<file path="src/rtl/ysyx_22040750_ifu.sv">
// ysyx_22040750_ifu: instruction fetch stage owning the architectural PC.
// Optional IFU_MISALIGN_CHK_EN turns misaligned fetches into a NOP with a misalign flag.
module ysyx_22040750_ifu #(
    parameter logic [31:0] RESET_PC = 32'h8000_0000,
    parameter logic [31:0] NOP_INST = 32'h0000_0013
) (
    input  logic        I_clk,
    input  logic        I_rst_n,
    input  logic [31:0] I_dnpc,
    input  logic        I_dnpc_valid,
    output logic        O_dnpc_ready,
    input  logic        I_flush,
    input  logic [31:0] I_flush_pc,
    output logic        O_imem_req_valid,
    output logic [31:0] O_imem_addr,
    input  logic        I_imem_req_ready,
    input  logic        I_imem_rsp_valid,
    input  logic [31:0] I_imem_rsp_data,
    output logic        O_IF_ID_valid,
    input  logic        I_ID_ready,
    output logic [31:0] O_IF_ID_pc,
    output logic [31:0] O_IF_ID_snpc,
    output logic [31:0] O_IF_ID_inst,
    output logic        O_IF_ID_misalign
);
    typedef enum logic [2:0] {REQ, WAIT, HOLD, NEXT, DRAIN} state_t;
    state_t state, state_n;
    logic [31:0] pc, pc_n, pend_pc, pend_pc_n;
    logic        live, pend, pend_n, cap, cap_mis, mis, accept;
`ifdef IFU_MISALIGN_CHK_EN
    assign mis         = live && pc[1:0] != 2'b00;
    assign O_imem_addr = pc;
`else
    assign mis         = 1'b0;
    assign O_imem_addr = {pc[31:2], 2'b00};
`endif
    // live holds off the first request until one edge after reset release
    assign O_imem_req_valid = live && state == REQ && !mis;
    assign accept           = O_imem_req_valid && I_imem_req_ready;
    assign O_IF_ID_valid    = state == HOLD;
    assign O_dnpc_ready     = state == NEXT || (state == HOLD && I_ID_ready);
    always_comb begin
        state_n   = state;
        pc_n      = pc;
        pend_n    = pend;
        pend_pc_n = pend_pc;
        cap       = 1'b0;
        cap_mis   = 1'b0;
        case (state)
            REQ: begin
                if (mis) begin
                    pc_n    = I_flush ? I_flush_pc : pc;
                    cap_mis = !I_flush;
                    state_n = I_flush ? REQ : HOLD;
                end else if (accept) begin
                    state_n = (I_flush || pend) ? DRAIN : WAIT;
                    pc_n    = I_flush ? I_flush_pc : pend ? pend_pc : pc;
                    pend_n  = 1'b0;
                end else if (I_flush) begin
                    pend_pc_n = I_flush_pc;
                    pend_n    = 1'b1;
                end
            end
            WAIT: begin
                if (I_flush) begin
                    pc_n    = I_flush_pc;
                    state_n = I_imem_rsp_valid ? REQ : DRAIN;
                end else if (I_imem_rsp_valid) begin
                    cap     = 1'b1;
                    state_n = HOLD;
                end
            end
            HOLD: begin
                if (I_flush) begin
                    pc_n    = I_flush_pc;
                    state_n = REQ;
                end else if (I_ID_ready) begin
                    pc_n    = I_dnpc_valid ? I_dnpc : pc;
                    state_n = I_dnpc_valid ? REQ : NEXT;
                end
            end
            NEXT: begin
                pc_n    = I_flush ? I_flush_pc : I_dnpc_valid ? I_dnpc : pc;
                state_n = (I_flush || I_dnpc_valid) ? REQ : NEXT;
            end
            DRAIN: begin
                pc_n    = I_flush ? I_flush_pc : pc;
                state_n = I_imem_rsp_valid ? REQ : DRAIN;
            end
            default: state_n = REQ;
        endcase
    end
    always_ff @(posedge I_clk or negedge I_rst_n) begin
        if (!I_rst_n) begin
            state            <= REQ;
            live             <= 1'b0;
            pc               <= RESET_PC;
            pend             <= 1'b0;
            pend_pc          <= 32'h0;
            O_IF_ID_pc       <= 32'h0;
            O_IF_ID_snpc     <= 32'h0;
            O_IF_ID_inst     <= 32'h0;
            O_IF_ID_misalign <= 1'b0;
        end else begin
            state   <= state_n;
            live    <= 1'b1;
            pc      <= pc_n;
            pend    <= pend_n;
            pend_pc <= pend_pc_n;
            if (cap || cap_mis) begin
                O_IF_ID_pc       <= pc;
                O_IF_ID_snpc     <= pc + 32'd4;
                O_IF_ID_inst     <= cap ? I_imem_rsp_data : NOP_INST;
                O_IF_ID_misalign <= cap_mis;
            end
        end
    end
endmodule

</file>
<file path="config.mk">
export PLATFORM = sky130hd
export DESIGN_NAME = ysyx_22040750_ifu
export DESIGN_NICKNAME = d
export VERILOG_FILES = /design/src/rtl/ysyx_22040750_ifu.sv
export SDC_FILE = /design/constraint.sdc
export NUM_CORES = 1
export LEC_CHECK = 0
export CAP_MARGIN = 20
export CELL_PAD_IN_SITES_DETAIL_PLACEMENT = 1
export CELL_PAD_IN_SITES_GLOBAL_PLACEMENT = 1
export CORE_ASPECT_RATIO = 0.6
export CORE_MARGIN = 3
export CORE_UTILIZATION = 36
export CTS_CLUSTER_SIZE = 28
export DETAILED_ROUTE_END_ITERATION = 10
export PLACE_DENSITY_LB_ADDON = 0.12
export SETUP_SLACK_MARGIN = 0.15
export SYNTH_ARGS = -nofsm -noshare
export SYNTH_HDL_FRONTEND = slang
export SYNTH_SLANG_ARGS = --single-unit
</file>
<file path="constraint.sdc">
create_clock -name I_clk -period 2.1 [get_ports I_clk]
set_input_delay 0.21 -clock I_clk [delete_from_list [all_inputs] [get_ports I_clk]]
set_output_delay 0.21 -clock I_clk [all_outputs]
set_load 0.005 [all_outputs]
</file>
==> impl_metrics.toml, run 1 <==
[sta]
drv_slew = 0
finalHoldViolCount = 0
finalCritPeriodShare = 0.895
rsz0062_at_grt = "true"
setup_viol = 0
worstMarginPinSlew_ns = 0.536
fin_skew_ns = 0.0112
setup_ws_ns = 0.220
finalCriticalPeriod_ns = 1.88
relSlewSlack = 0.643
max_clock_freq_ghz = 0.532

[routing]
viasPerCell = 5.31
drt-total-wl_mm = 28.3
drt_iter0_drc = 423
wl_per_cell_um = 22.3
dr.pass1.iters = 5
drc = 0
vias = 6732
drt.antenna.violating_nets = 0

[critical_path]
cp_data_arrival_time_ns = 2.22
worstSetupPathType = "register to register"
path_cells = "inv_1 > or4_4 > or4_1 > a31oi_1"
start_kind = "register"
worstPathRequired_ns = 2.44
crit_path_end_kind = "register"
cp_max_fo = 5
cpPeakStageDelay_ns = 0.56
reg2regPathDepth = 4
slowest_stage = "or4_4"

[layout]
fin_area_mm2 = 0.0113
area_delta_synth_final_pct = 43.1
final_common_cell = "clkdlybuf4s50_1"
multi_input_area_mm2 = 0.00325
ff_latch_area_mm2 = 0.00409
n_fill_cell = 2295
nets = 1081
layout_common_cells = "226 x clkdlybuf4s50_1, 155 x nand2_1, 153 x dfrtp_1, 64 x mux2_2, 54 x o21ai_0"
n_antenna_cell = 0
drive_gt1_frac = 0.181

[grt]
grtUsageTotal = 0.238
grt_overflow = 0
first_global_vias = 7259
antenna_found_initial = 7
grt_pass1_wl_mm = 43.1
grt_max_degree = 66

[synthesis]
ys.flop_type = "dfrtp_1"
synth.area.top_cells = "dfrtp_1 51%, mux2_2 9.1%, nand2_1 7.4%"
synth_top_area_frac = 0.513
synthesis.area_mm2 = 0.00790
synth.ff_latch_count = 163
synthCells = 755
synth-edff-count = 0
synth_cell_types = 53
seq_area_frac_synth = 0.517
synthesis.area_per_instance_um2 = 10.5
ys_async_sr_fraction = 1.00
ys_warn_count = 0
synth_top_area_cell = "dfrtp_1"

[clocking]
numCtsBuffers = 17
cts_htree_levels = 4
clockBufferDepth = 2
cts.sinks = 163
clk_pin_slew_ns = 0.06
clock_latency_ns = 0.43
root_buffer = "clkbuf_16"
cts_tree = "built"

[pwr]
power-per-cell-area_mw_per_mm2 = 1490
ir_drop_v = 0.000605
leakage_nw = 4.92

[floorplan]
ios = 235
dieHeight_um = 121
core-area_mm2 = 0.0213
start_util = 0.371
die-area_mm2 = 0.0238
core.rowCount = 41
chipWidth_um = 197

[placement]
io_buffers = 231
hpwl_mm = 21.1
dpl_worst_slack_ns = 0.0468
place_area_mm2 = 0.0105
place_congestion = 0.820

[flow_run]
drv_cap = 0

[worst_hold_path]
hold_path_class = "primary input to async pin"

[status]
status = "completed"
registers in the layout (all words and copies together) (netlist names):
signal        flops
O_IF_ID_inst     32
O_IF_ID_pc       32
live              1
pc               32
pend              1
pend_pc          32
state             3
O_IF_ID_snpc     30
path summary, 6_finish.rpt:
check,startpoint,to,slack [ns]
worst max register to register,pc[23],O_IF_ID_snpc[28],0.22
min in group I_clk,I_imem_rsp_data[1],O_IF_ID_inst[1],0.31
worst max-delay path,pc[23],O_IF_ID_snpc[28],0.22
max in group asynchronous,I_rst_n,pc[21],1.07
worst min-delay path,I_rst_n,pend_pc[8],0.30
worst min register to register,O_IF_ID_inst[23],O_IF_ID_inst[23],0.48
critical path, delay by kind of cell, from the launching register on:
family | cells | cell delay, ns
AND/OR/NAND/NOR | 2 | 0.96
flip-flops | 1 | 0.49
AO/OA/AOI/OAI | 1 | 0.20
buffers and inverters | 1 | 0.15
metal layers:
layer,vias to the layer above,track usage,share of wire
li1,3066,-,-
met1,3392,0.344,0.48
met2,218,0.352,0.44
met3,42,0.0629,0.064
met4,14,0.0672,0.014
met5,-,0,0.0036
per-stage QoR:
step	std cells	power, mW	TNS (ns)	hold WS (ns)	util
finish	1268	16.9	0	0.301	0.531
global route	1268	17.9	0	0.304	0.531
CTS	1259	16.8	0	0.289	0.526
detailed placement	1224	13.2	0	0.212	0.493
global placement	1223	12.7	-3.84	0.212	0.491
floorplan	757	9.07	0	-0.0856	-
area by class of cell:
class	instances	share of cell area
Sequential cell	163	0.362
Multi-Input combinational cell	479	0.288
Timing Repair Buffer	282	0.250
Clock buffer	19	0.0401
Tap cell	279	0.0309
Clock inverter	12	0.0179
Inverter	34	0.0113
repair_timing:
action	CTS	global route
setup buffers	3	9
setup endpoints to repair	8	24
resized for setup	12	9
hold buffers	1	0
pin swaps	3	0
hold endpoints to repair	46	0
cloned	0	0
synthesized netlist by cell type, drive strengths merged, types with 2 or more instances:
| library cell | n |
|---|---|
| and4 | 7 |
| or4 | 8 |
| o31ai | 4 |
| mux2 | 64 |
| nor4 | 2 |
| nor2 | 22 |
| a31oi | 15 |
| a222oi | 32 |
| nand2b | 2 |
| nand3 | 13 |
| nand2 | 156 |
| dfrtp | 162 |
| o211ai | 2 |
| a21oi | 5 |
| mux2i | 33 |
| buf | 59 |
| and3 | 2 |
| inv | 34 |
| and2 | 3 |
| conb | 2 |
| xnor2 | 13 |
| nor3 | 4 |
| clkbuf | 22 |
| o21ai | 56 |
| or3 | 9 |
| nand4 | 10 |
where the power goes:
part           switching (mW)  internal, mW  total, mW
Combinational            3.28          4.19       7.47
Sequential               1.30          4.60       5.90
Clock                    1.33          2.18       3.50
Total                    5.91          11.0       16.9
cells by family (layout without fill, tap and decap cells):
logic type | count (synthesis) | in the layout | synth area share
AOI/OAI and AO/OA | 119 | 119 | 0.103
buffers and inverters | 115 | 347 | 0.0789
and+or+nand+nor | 244 | 244 | 0.150
xor gates and xnor gates | 14 | 14 | 0.0155
DFF | 163 | 163 | 0.517
adders and majority gates | 1 | 1 | 0.00158
other | 2 | 4 | 0.000951
muxes | 97 | 97 | 0.133
No activity file was read; power rests on OpenSTA's default activity.
==> run 2, diff against run 1 <==
CORE_UTILIZATION = 39   (was 36)
HOLD_SLACK_MARGIN = 0.15   (was not set)
clock period = 2.2 ns   (was 2.1 ns; I/O delays follow)
==> run 2 against run 1 <==
  * Sequential cell count is the same
  * Largest power group unchanged
  * Via count rose by 0.91%
  * Die area decreased by 7.4%
  * Total power decreased by 6.7%
  * Highest routed layer unchanged
  * Wire length shrank 3.7%
==> impl_metrics.toml, run 2 (synthesis gave the netlist of run 1 again) <==
[clocking]
cts_htree_levels = 4
clockBufferDepth = 2
cts.sinks = 163
cts_tree = "built"
root_buffer = "clkbuf_16"
numCtsBuffers = 17
clock_latency_ns = 0.42
clk_pin_slew_ns = 0.07

[grt]
antenna_found_initial = 4
grt_pass1_wl_mm = 41.7
grt_max_degree = 57
first_global_vias = 7027
grtUsageTotal = 0.246
grt_overflow = 0

[floorplan]
core.rowCount = 39
start_util = 0.407
core-area_mm2 = 0.0194
die-area_mm2 = 0.0220
ios = 235
chipWidth_um = 190
dieHeight_um = 116

[pwr]
ir_drop_v = 0.000618
power_mw = 15.7
power-per-cell-area_mw_per_mm2 = 1420
leakage_nw = 4.87

[layout]
fin_area_mm2 = 0.0111
n_fill_cell = 2141
fin_cells = 1245
final_common_cell = "clkdlybuf4s50_1"
area_delta_synth_final_pct = 40.9
drive_gt1_frac = 0.165
layout_common_cells = "226 x clkdlybuf4s50_1, 156 x dfrtp_1, 155 x nand2_1, 64 x mux2_2, 54 x o21ai_0"
nets = 1070

[sta]
drv_slew = 0
max_clock_freq_ghz = 0.486
setup_viol = 0
worstMarginPinSlew_ns = 0.611
rsz0062_at_grt = "false"
fin_skew_ns = 0.00980
finalHoldViolCount = 0
tns_ns = 0
relSlewSlack = 0.593
finalCritPeriodShare = 0.934
hold_slack_ns = 0.285
finalCriticalPeriod_ns = 2.06

[critical_path]
cp_data_arrival_time_ns = 2.35
crit_path_end_kind = "register"
cp_max_fo = 26
worstSetupPathType = "register to register"
reg2reg_slack_ns = 0.14
start_kind = "register"
worstPathRequired_ns = 2.49

[routing]
wl_per_cell_um = 21.9
drt.antenna.violating_nets = 0
viasPerCell = 5.46
drt_iter0_drc = 583
drc = 0
dr.pass1.iters = 8
vias = 6793
drt-total-wl_mm = 27.2

[placement]
io_buffers = 231
place_congestion = 0.861
placed_cells = 1206
place_area_mm2 = 0.0104
hpwl_mm = 20.2

[status]
status = "completed"

[flow_run]
drv_cap = 0

[worst_hold_path]
hold_path_class = "primary input to async pin"
-- run 2: changes by cell type in the layout (fill, tap and decap cells not counted), moves of 2 or more --
| cell | delta |
|---|---|
| dfrtp_1 | +3 |
| clkbuf_1 | +4 |
| dlymetal6s2s_1 | +3 |
| buf_12 | -2 |
| dfrtp_2 | -3 |
| buf_4 | -5 |
| inv_6 | -2 |
| buf_6 | -3 |
| dlygate4sd2_1 | -3 |
-- run 2: area by class of cell --
type                       count  area (um2)  share of cell area
sequential                   163        4090               0.368
antenna                        1        2.50            0.000225
multi-input combinational    479        3270               0.294
clock inverter                 9         155              0.0139
timing repair buffer         271        2690               0.242
inverter                      34         128              0.0115
clock buffer                  22         454              0.0408
tap                          266         333              0.0299
-- run 2: timing repair --
action                                 in CTS  in global routing
setup buffers                               2                  4
hold buffers                                1                  0
setup endpoints to repair                   7                 17
gates resized for setup                     5                 12
endpoints found under the hold margin     120                  0
pin swaps                                   2                  2
-- run 2: critical path: stages (launching register included) --
cell and delay, ns:
dfrtp_2 0.52, nor2_4 0.18, xor2_2 0.17, buf_12 0.21, a222oi_1 0.56, buf_4 0.21
mux2i_1 0.06
-- run 2: routing by layer --
layer | GRT usage | up-vias | wire length (um)
met4 | 0.0546 | 8 | 310
met5 | 0 | - | 44
met1 | 0.354 | 3469 | 12700
li1 | - | 3032 | -
met3 | 0.0687 | 30 | 1960
met2 | 0.375 | 254 | 12200
-- run 2: final timing paths --
kind | start | endpoint | cells after the start
setup / recovery | state[1] | pc[22] | 6
hold / removal | I_rst_n | pend_pc[13] | 2
setup reg to reg | state[1] | pc[22] | 6
hold reg to reg | O_IF_ID_inst[31] | O_IF_ID_inst[31] | 2
max in group asynchronous | I_rst_n | pc[10] | 3
min in group I_clk | I_imem_rsp_data[26] | O_IF_ID_inst[26] | 3
-- run 2: metrics by stage --
step | utilization | worst slack (ns)
2_1_floorplan | - | 0.497
3_3_place_gp | 0.536 | 0.107
3_5_place_dp | 0.536 | 0.0837
4_1_cts | 0.569 | 0.153
5_1_grt | 0.573 | 0.113
6_report | 0.573 | 0.144
-- run 2: report_power, final --
part | switching (mW) | internal (mW)
sequential | 1.25 | 4.38
clock | 1.22 | 1.93
combinational | 3.10 | 3.86
total | 5.57 | 10.2
